[src/rtl/oh_memory_bist_pkg.sv]
// Shared types for the March C- memory BIST controller: run states, access
// phase encoding and the data background selector.
package oh_memory_bist_pkg;

  typedef enum logic [2:0] {
    S_IDLE  = 3'd0,
    S_W0    = 3'd1,
    S_R0W1  = 3'd2,
    S_R1W0  = 3'd3,
    S_R0    = 3'd4,
    S_DRAIN = 3'd5,
    S_DONE  = 3'd6
  } state_e;

  // Read-modify elements alternate a read cycle with a write cycle.
  typedef enum logic {
    PH_READ  = 1'b0,
    PH_WRITE = 1'b1
  } phase_e;

  typedef enum logic {
    BG_ZEROS = 1'b0,
    BG_ONES  = 1'b1
  } bg_e;

  function automatic logic is_access(state_e s);
    return s inside {S_W0, S_R0W1, S_R1W0, S_R0};
  endfunction

  function automatic logic is_write(state_e s, phase_e p);
    return (s == S_W0) || ((s == S_R0W1 || s == S_R1W0) && p == PH_WRITE);
  endfunction

  function automatic bg_e write_bg(state_e s);
    return (s == S_R0W1) ? BG_ONES : BG_ZEROS;
  endfunction

  function automatic bg_e read_bg(state_e s);
    return (s == S_R1W0) ? BG_ONES : BG_ZEROS;
  endfunction

endpackage

[src/rtl/oh_bist_addrgen.sv]
// Up/down BIST address counter with load, step and a terminal-count flag
// that marks DEPTH-1 when counting up and 0 when counting down.
module oh_bist_addrgen
  import oh_memory_bist_pkg::*;
#(
  parameter int DEPTH = 32,
  parameter int AW    = $clog2(DEPTH)
) (
  input  logic          clk,
  input  logic          reset,
  input  logic          load_i,
  input  logic [AW-1:0] load_val_i,
  input  logic          step_i,
  input  logic          down_i,
  output logic [AW-1:0] addr_o,
  output logic          tc_o
);

  localparam logic [AW-1:0] LAST = AW'(DEPTH - 1);

  logic [AW-1:0] addr_q, addr_d;

  always_comb begin
    addr_d = addr_q;
    if (load_i) begin
      addr_d = load_val_i;
    end else if (step_i) begin
      addr_d = down_i ? addr_q - AW'(1) : addr_q + AW'(1);
    end
  end

  always_ff @(posedge clk) begin
    if (reset) begin
      addr_q <= '0;
    end else begin
      addr_q <= addr_d;
    end
  end

  assign addr_o = addr_q;
  assign tc_o   = down_i ? (addr_q == '0) : (addr_q == LAST);

endmodule

[src/rtl/oh_memory_bist.sv]
// March C- (simplified) BIST controller for a single-port memory.
// Define OH_MEMORY_BIST_FAILLOG_EN to log address and raw data of the first failing read.
module oh_memory_bist
  import oh_memory_bist_pkg::*;
#(
  parameter int DW    = 104,
  parameter int DEPTH = 32,
  parameter int AW    = $clog2(DEPTH)
) (
  input  logic          clk,
  input  logic          reset,
  input  logic          start,
  output logic          bist_en,
  output logic          bist_we,
  output logic [DW-1:0] bist_wem,
  output logic [DW-1:0] bist_din,
  output logic [AW-1:0] bist_addr,
  input  logic [DW-1:0] dout,
  output logic          busy,
  output logic          done,
  output logic          fail,
  output logic [AW-1:0] fail_addr,
  output logic [DW-1:0] fail_data
);

  localparam logic [AW-1:0] LAST = AW'(DEPTH - 1);

  state_e        state_q, state_d;
  phase_e        phase_q, phase_d;
  logic          bist_en_q, bist_we_q, busy_q, done_q, fail_q;
  logic [DW-1:0] bist_din_q;
  logic          rd_vld_q;
  bg_e           rd_bg_q;
  logic          accept, load, step, tc, mismatch;
  logic [AW-1:0] load_val, addr;

  assign accept = start && (state_q == S_IDLE || state_q == S_DONE);

  always_comb begin
    state_d  = state_q;
    phase_d  = PH_READ;
    load     = 1'b0;
    load_val = '0;
    step     = 1'b0;
    case (state_q)
      S_IDLE, S_DONE: begin
        if (start) begin
          state_d = S_W0;
          load    = 1'b1;
        end
      end
      S_W0: begin
        if (tc) begin
          state_d = S_R0W1;
          load    = 1'b1;
        end else begin
          step = 1'b1;
        end
      end
      S_R0W1, S_R1W0: begin
        if (phase_q == PH_READ) begin
          phase_d = PH_WRITE;
        end else if (!tc) begin
          step = 1'b1;
        end else begin
          load     = 1'b1;
          state_d  = (state_q == S_R0W1) ? S_R1W0 : S_R0;
          load_val = (state_q == S_R0W1) ? LAST : '0;
        end
      end
      S_R0: begin
        if (tc) begin
          state_d = S_DRAIN;
          load    = 1'b1;
        end else begin
          step = 1'b1;
        end
      end
      S_DRAIN: state_d = S_DONE;
      default: state_d = S_IDLE;
    endcase
  end

  oh_bist_addrgen #(
    .DEPTH(DEPTH),
    .AW   (AW)
  ) u_addrgen (
    .clk       (clk),
    .reset     (reset),
    .load_i    (load),
    .load_val_i(load_val),
    .step_i    (step),
    .down_i    (state_q == S_R1W0),
    .addr_o    (addr),
    .tc_o      (tc)
  );

  // Read data arrives one cycle after the read access; compare it then.
  assign mismatch = rd_vld_q && (dout != {DW{rd_bg_q == BG_ONES}});

  always_ff @(posedge clk) begin
    if (reset) begin
      state_q    <= S_IDLE;
      phase_q    <= PH_READ;
      bist_en_q  <= 1'b0;
      bist_we_q  <= 1'b0;
      bist_din_q <= '0;
      busy_q     <= 1'b0;
      done_q     <= 1'b0;
      fail_q     <= 1'b0;
      rd_vld_q   <= 1'b0;
      rd_bg_q    <= BG_ZEROS;
    end else begin
      state_q    <= state_d;
      phase_q    <= phase_d;
      bist_en_q  <= is_access(state_d);
      bist_we_q  <= is_write(state_d, phase_d);
      bist_din_q <= {DW{write_bg(state_d) == BG_ONES}};
      busy_q     <= (state_d != S_IDLE) && (state_d != S_DONE);
      done_q     <= (state_d == S_DONE);
      rd_vld_q   <= bist_en_q && !bist_we_q;
      rd_bg_q    <= read_bg(state_q);
      if (accept) begin
        fail_q <= 1'b0;
      end else if (mismatch) begin
        fail_q <= 1'b1;
      end
    end
  end

`ifdef OH_MEMORY_BIST_FAILLOG_EN
  logic [AW-1:0] rd_addr_q, fail_addr_q;
  logic [DW-1:0] fail_data_q;

  always_ff @(posedge clk) begin
    if (reset) begin
      rd_addr_q   <= '0;
      fail_addr_q <= '0;
      fail_data_q <= '0;
    end else begin
      rd_addr_q <= addr;
      if (accept) begin
        fail_addr_q <= '0;
        fail_data_q <= '0;
      end else if (mismatch && !fail_q) begin
        fail_addr_q <= rd_addr_q;
        fail_data_q <= dout;
      end
    end
  end

  assign fail_addr = fail_addr_q;
  assign fail_data = fail_data_q;
`else
  assign fail_addr = '0;
  assign fail_data = '0;
`endif

  assign bist_en   = bist_en_q;
  assign bist_we   = bist_we_q;
  assign bist_wem  = {DW{bist_we_q}};
  assign bist_din  = bist_din_q;
  assign bist_addr = addr;
  assign busy      = busy_q;
  assign done      = done_q;
  assign fail      = fail_q;

endmodule
[config.mk]
export PLATFORM = sky130hd
export DESIGN_NAME = oh_memory_bist
export DESIGN_NICKNAME = d
export VERILOG_FILES = /design/src/rtl/oh_memory_bist_pkg.sv /design/src/rtl/oh_bist_addrgen.sv /design/src/rtl/oh_memory_bist.sv
export SDC_FILE = /design/constraint.sdc
export NUM_CORES = 1
export LEC_CHECK = 0
export CAP_MARGIN = 10
export CORE_AREA = 2 2 170 172
export CTS_CLUSTER_DIAMETER = 100
export DETAILED_ROUTE_END_ITERATION = 10
export DIE_AREA = 0 0 172 174
export RECOVER_POWER = 25
export SKIP_LAST_GASP = 1
export SLEW_MARGIN = 20
export SYNTH_ARGS = -nofsm -noshare
export SYNTH_HDL_FRONTEND = slang
export SYNTH_SLANG_ARGS = --single-unit
[constraint.sdc]
create_clock -name clk -period 2.9 [get_ports clk]
set_input_delay 0.87 -clock clk [delete_from_list [all_inputs] [get_ports clk]]
set_output_delay 0.87 -clock clk [all_outputs]
set_load 0.01 [all_outputs]
==> results_dict.tcl, run 1 <==
set metrics [dict create \
    status "finished, final reports clean" \
    fmax_mhz 379 \
    critPathLaunchType "input pin" \
    synthAdderAreaFrac 0.0145 \
    ys_warn_count 0 \
    ff2ff_setup_slack_ps 730 \
    ys_seq_area_frac 0.0855 \
    drt_iter0_markers 125 \
    dr_total_vias 3346 \
    ctsHoldBuffers 0 \
    clock_path_buffers 2 \
    finalSetupTns_ps 0 \
    io_buffers 324 \
    design_area_mm2 0.00582 \
    totalPowerFinal_w 0.00117 \
    die_x_um 172 \
    clkSlewWorstSetupHoldPaths_ps 60 \
    core-area_mm2 0.0282 \
    cts_sinks 17 \
    drive_above_1_share 0.0289 \
    critPathLaunch "dout[51]" \
    drt-wirelength-per-cell_um 10.8 \
    rsz0062_at_grt "false" \
    worstHoldPathCells 2 \
    synth_xor_area_frac 0.0132 \
    rr_startpoint "state_q[1]" \
    min_period_over_period 0.910 \
    area_growth_pct 46.3 \
    synth_top_area_frac 0.598 \
    cts_resized 0 \
    synth_area_leader_cell "buf_4" \
    arrival_ps 2750 \
    synth_ff_type "dfxtp_1" \
    place.gp.congestion 0.844 \
    crit_required_ps 3010 \
    grt_start_max_net_pins 107 \
    dieArea_mm2 0.0299 \
    avgSynthCellArea_um2 7.38 \
    relSlewSlack 0.467 \
    drv_cap 0 \
    cts_root_buf "clkbuf_16" \
    min_path_type "flip-flop to flip-flop" \
    finClkSkew_ps 2.27 \
    ys_ff_latch 17 \
    drt-vias-per-instance 3.21 \
    htree_levels 1 \
    async_reset_ff_frac 0 \
    ant_nets 0 \
    endpoint_kind "flip-flop" \
    hpwl_um 9690 \
    cts_tree "built" \
    initial_utilization 0.141 \
    wirelength_um 11300 \
    r2r_cells 8 \
    nNetsFinal 769 \
    synthMuxAreaShare 0.00251 \
    post-route-min-period_ps 2640 \
    ys_top_cells_by_count "buf_4 (317), nand2_1 (18), dfxtp_1 (17), nand3_1 (17), nor3_1 (16)" \
    worst_slew_pin_slew_ps 799 \
    vdd_ir_drop_max_mv 0.177 \
    setup_violations 0 \
    yosysMostFrequentCell "buf_4" \
    drc_errors 0 \
    synth_edf_count 0 \
    leakagePower_nw 2.20 \
    grt_pass1_vias 2529 \
    numCtsBuffers 3 \
    rows 62 \
    antenna_cells 0 \
    firstDrtPassIters 4 \
    holdCritStartpoint "rd_vld_q" \
    postSynthCellCount 539 \
    clock_latency_ps 250 \
    synth_top_family_by_area "buffers and inverters" \
    track_usage 0.0640 \
    finalHoldViolCount 0 \
    filler_cell_count 3169 \
    antenna_found_initial 1 \
    crit_type "input pin to flip-flop" \
    placed_area_mm2 0.00577 \
    r2r_end "u_addrgen.addr_o[4]" \
    final-max-slew-violation-count 0 \
    synth.area.top_cells "buf_4 (60%), dfxtp_1 (8.6%), nand4_1 (2.4%)" \
    hold_ws_ps 499 \
    netlist_area_mm2 0.00398 \
    overflow 0 \
    synthSimpleGateAreaFrac 0.196 \
    grt_pass1_wl_um 15200 \
    yosysUniqueCellTypes 46 \
    hold_end "fail" \
    die_h_um 174 \
    cts_setup_buffers 0 \
    synth_compound_area_frac 0.0729 \
    io_pins 434 \
    power.density_mw_per_mm2 201 \
    cp_max_fo 2 \
]
==> cell usage in the layout (no fill, tap or decap), types with 4 or more instances in the layout <==
| cell type | n |
|---|---|
| nor3_1 | 16 |
| nand3_1 | 17 |
| nor2_1 | 11 |
| conb_1 | 109 |
| or4_1 | 12 |
| a21oi_1 | 8 |
| nand2_1 | 18 |
| xnor2_1 | 6 |
| o21ai_0 | 12 |
| dfxtp_1 | 15 |
| nor4_1 | 15 |
| or3_1 | 10 |
| dlygate4sd3_1 | 42 |
| o22ai_1 | 7 |
| inv_1 | 10 |
| nand4_1 | 15 |
| clkdlybuf4s50_1 | 282 |
| a31oi_1 | 4 |
==> through the flow <==
| stage | instances | worst slack (ps) | util |
|---|---|---|---|
| 3_3_place_gp | 1037 | 35.2 | 0.204 |
| 3_5_place_dp | 1037 | 5.52 | 0.204 |
| 5_1_grt | 1041 | 144 | 0.206 |
| 2_1_floorplan | 647 | 531 | - |
| 6_report | 1041 | 260 | 0.206 |
| 4_1_cts | 1041 | 274 | 0.207 |
==> where the power goes <==
| group | total [W] | internal (W) | leakage [nW] | switching (W) |
|---|---|---|---|---|
| clock network | 0.000292 | 0.000185 | 0.0409 | 0.000107 |
| registers | 0.000264 | 0.000245 | 0.140 | 0.0000188 |
| logic | 0.000613 | 0.000339 | 2.02 | 0.000274 |
==> worst max-delay path, cell delays in order <==
cell and delay, ps:
clkdlybuf4s50_1 460, or4_4 530, nor4_2 330, o22ai_1 120, nor4_1 310, a2111oi_1 120
==> state kept, by name (all words and copies together) (netlist names) <==
register,cells
u_addrgen.addr_o,5
state_q,3
bist_din,1
bist_en,1
bist_we,1
busy,1
done,1
fail,1
phase_q,1
rd_bg_q,1
rd_vld_q,1
==> worst max-delay path by stage <==
stage | end | slack, ps | depth (start not counted)
3_3_place_gp | fail | 40 | 6
3_5_place_dp | fail | 6 | 6
4_1_cts | fail | 270 | 6
2_1_floorplan | bist_wem[0] | 530 | 1
6_report | fail | 260 | 6
5_1_grt | bist_wem[18] | 140 | 2
==> layer usage <==
| layer | global-route usage | vias to the layer above | part of all wire |
|---|---|---|---|
| met5 | 0 | - | 0 |
| met4 | 0.0130 | 0 | 0.0094 |
| met3 | 0.00865 | 10 | 0.088 |
| met2 | 0.108 | 181 | 0.47 |
| met1 | 0.0866 | 1509 | 0.43 |
| li1 | - | 1646 | - |
==> cell type report <==
| class | instances | area (um2) | area share |
|---|---|---|---|
| clock buffer | 3 | 75.1 | 0.0129 |
| clock inverter | 1 | 5.00 | 0.000859 |
| inverter | 10 | 37.5 | 0.00645 |
| multi-input combinational | 297 | 1590 | 0.274 |
| sequential | 17 | 343 | 0.0589 |
| tap | 384 | 480 | 0.0825 |
| timing repair buffer | 329 | 3290 | 0.565 |
==> cells by family after synthesis <==
group | after synthesis
AOI/OAI and AO/OA | 45
xor gates and xnor gates | 6
adders and majority gates | 4
buffers and inverters | 333
DFF | 17
muxes | 1
other | 1
and+or+nand+nor | 132
No activity file was read; power rests on OpenSTA's default activity.
==> run 2, diff against run 1 <==
- CTS_BUF_LIST: unset -> sky130_fd_sc_hd__clkbuf_16
- clock period: 2.9 -> 2.1 ns (I/O delays scaled with it)
==> results_dict.tcl, run 2 (same netlist as run 1, synthesis figures left out) <==
set metrics [dict create \
    firstDrtPassIters 4 \
    setup_slack_ps -14.9 \
    hpwl_um 9660 \
    drt-met1-wl_um 5110 \
    area_growth_pct 61.0 \
    min_period_over_period 1.01 \
    violations "negative setup slack" \
    seq_area_um2 348 \
    cts_sinks 17 \
    clock_latency_ps 250 \
    totalPowerFinal_w 0.00167 \
    power.density_mw_per_mm2 261 \
    io_buffers 324 \
    dr_total_vias 3448 \
    finalHoldViolCount 0 \
    crit_type "input pin to flip-flop" \
    leakagePower_nw 2.91 \
    cp_max_fo 2 \
    die_h_um 174 \
    drive_above_1_share 0.0950 \
    fmax_mhz 473 \
    final_common_cell "clkdlybuf4s50_1" \
    ant_nets 0 \
    vdd_ir_drop_max_mv 0.230 \
    numCtsBuffers 3 \
    critPathLaunchType "input pin" \
    final_cell_mix "clkdlybuf4s50_1 (248), conb_1 (109), dlymetal6s2s_1 (44), dlygate4sd2_1 (31), nand2_1 (18)" \
    filler_cell_count 3131 \
    clock_path_buffers 2 \
    htree_levels 1 \
    dieArea_mm2 0.0299 \
    clkSlewWorstSetupHoldPaths_ps 60 \
    grt_start_max_net_pins 67 \
    largest_register_ff_count 5 \
    drt-vias-per-instance 3.26 \
    wl_met3_um 957 \
    overflow 0 \
    cts_tree "built" \
    crit_required_ps 2220 \
    hold_ws_ps 484 \
    worst_slew_pin_slew_ps 699 \
    grt_pass1_wl_um 15600 \
    place.gp.congestion 0.845 \
    io_pins 434 \
    endpoint_kind "flip-flop" \
    cts_root_buf "clkbuf_16" \
    post-route-min-period_ps 2110 \
    drt_iter0_markers 102 \
    track_usage 0.0663 \
    relSlewSlack 0.527 \
    finClkSkew_ps 1.73 \
    wl_met2_um 6140 \
    setup_violations 14 \
    top_layer "met4" \
    core-area_mm2 0.0282 \
    final-max-slew-violation-count 0 \
    min_path_type "flip-flop to flip-flop" \
    grt_pass1_vias 2661 \
    status "complete, but fails checks" \
    rows 62 \
    die_x_um 172 \
    wirelength_um 12300 \
    antenna_cells 0 \
    initial_utilization 0.141 \
    multiInputGateArea_mm2 0.00186 \
    drv_cap 0 \
    antenna_found_initial 0 \
    rsz0062_at_grt "true" \
    arrival_ps 2240 \
    drt-wirelength-per-cell_um 11.6 \
    drc_errors 0 \
    nNetsFinal 786 \
]
-- run 2: changes by cell type in the layout (fill, tap and decap cells not counted), sizes merged --
cell / change
buf: +13
dlymetal6s2s: +44
dlygate4sd3: -42
dlygate4sd2: +31
clkdlybuf4s50: -34
clkbuf: +4
clkdlybuf4s25: +1
-- run 2: repair_timing --
action                                  in CTS  in global routing
buffers inserted                             0                  1
endpoints found under the setup margin     197                195
gates cloned                                 1                  3
gates resized for setup                     60                 67
pin swaps                                   28                 25
hold buffers                                 0                  0
-- run 2: worst paths after layout --
kind / slack [ps] / cells after the start / from / endpoint
worst max-delay path: -10 / 6 / dout[56] / fail
worst min-delay path: 480 / 2 / rd_vld_q / fail
worst max register to register: 160 / 5 / u_addrgen.addr_o[1] / bist_din[0]
worst min register to register: 480 / 2 / rd_vld_q / fail
-- run 2: layout make-up --
| type | instances | area share |
|---|---|---|
| clock buffers | 3 | 0.0117 |
| inverters | 10 | 0.00586 |
| clock inverters | 1 | 0.000781 |
| well taps | 384 | 0.0750 |
| multi-input cells | 297 | 0.290 |
| flip-flops and latches | 17 | 0.0543 |
| repair buffers | 346 | 0.562 |
-- run 2: routing by layer --
metal	track usage	vias to the layer above
met5	0	-
met4	0.0123	0
met3	0.00865	7
met2	0.117	164
met1	0.0865	1597
li1	-	1680
-- run 2: stage by stage --
step | utilization | setup slack, ps | instances | instance area (um2) | TNS (ps)
after floorplan | - | 158 | 647 | 4390 | 0
after global placement | 0.209 | -617 | 1051 | 5890 | -1410
after detailed placement | 0.209 | -578 | 1051 | 5890 | -1230
after CTS | 0.216 | -35.9 | 1054 | 6110 | -2880
after global routing | 0.227 | -96.6 | 1058 | 6410 | -7390
final | 0.227 | -14.9 | 1058 | 6410 | -61.9
-- run 2: power breakdown --
group / switching (W) / total, W / leakage, nW / internal, W
clock network: 0.000146 / 0.000401 / 0.0409 / 0.000256
logic: 0.000418 / 0.000906 / 2.72 / 0.000488
registers: 0.0000287 / 0.000366 / 0.141 / 0.000337
-- run 2: worst max-delay path, stage by stage --
cell             delay (ps)
clkdlybuf4s50_1         430
or3_4                   400
nor4_4                  290
o22ai_2                 110
nor4_2                  270
a2111oi_1               110
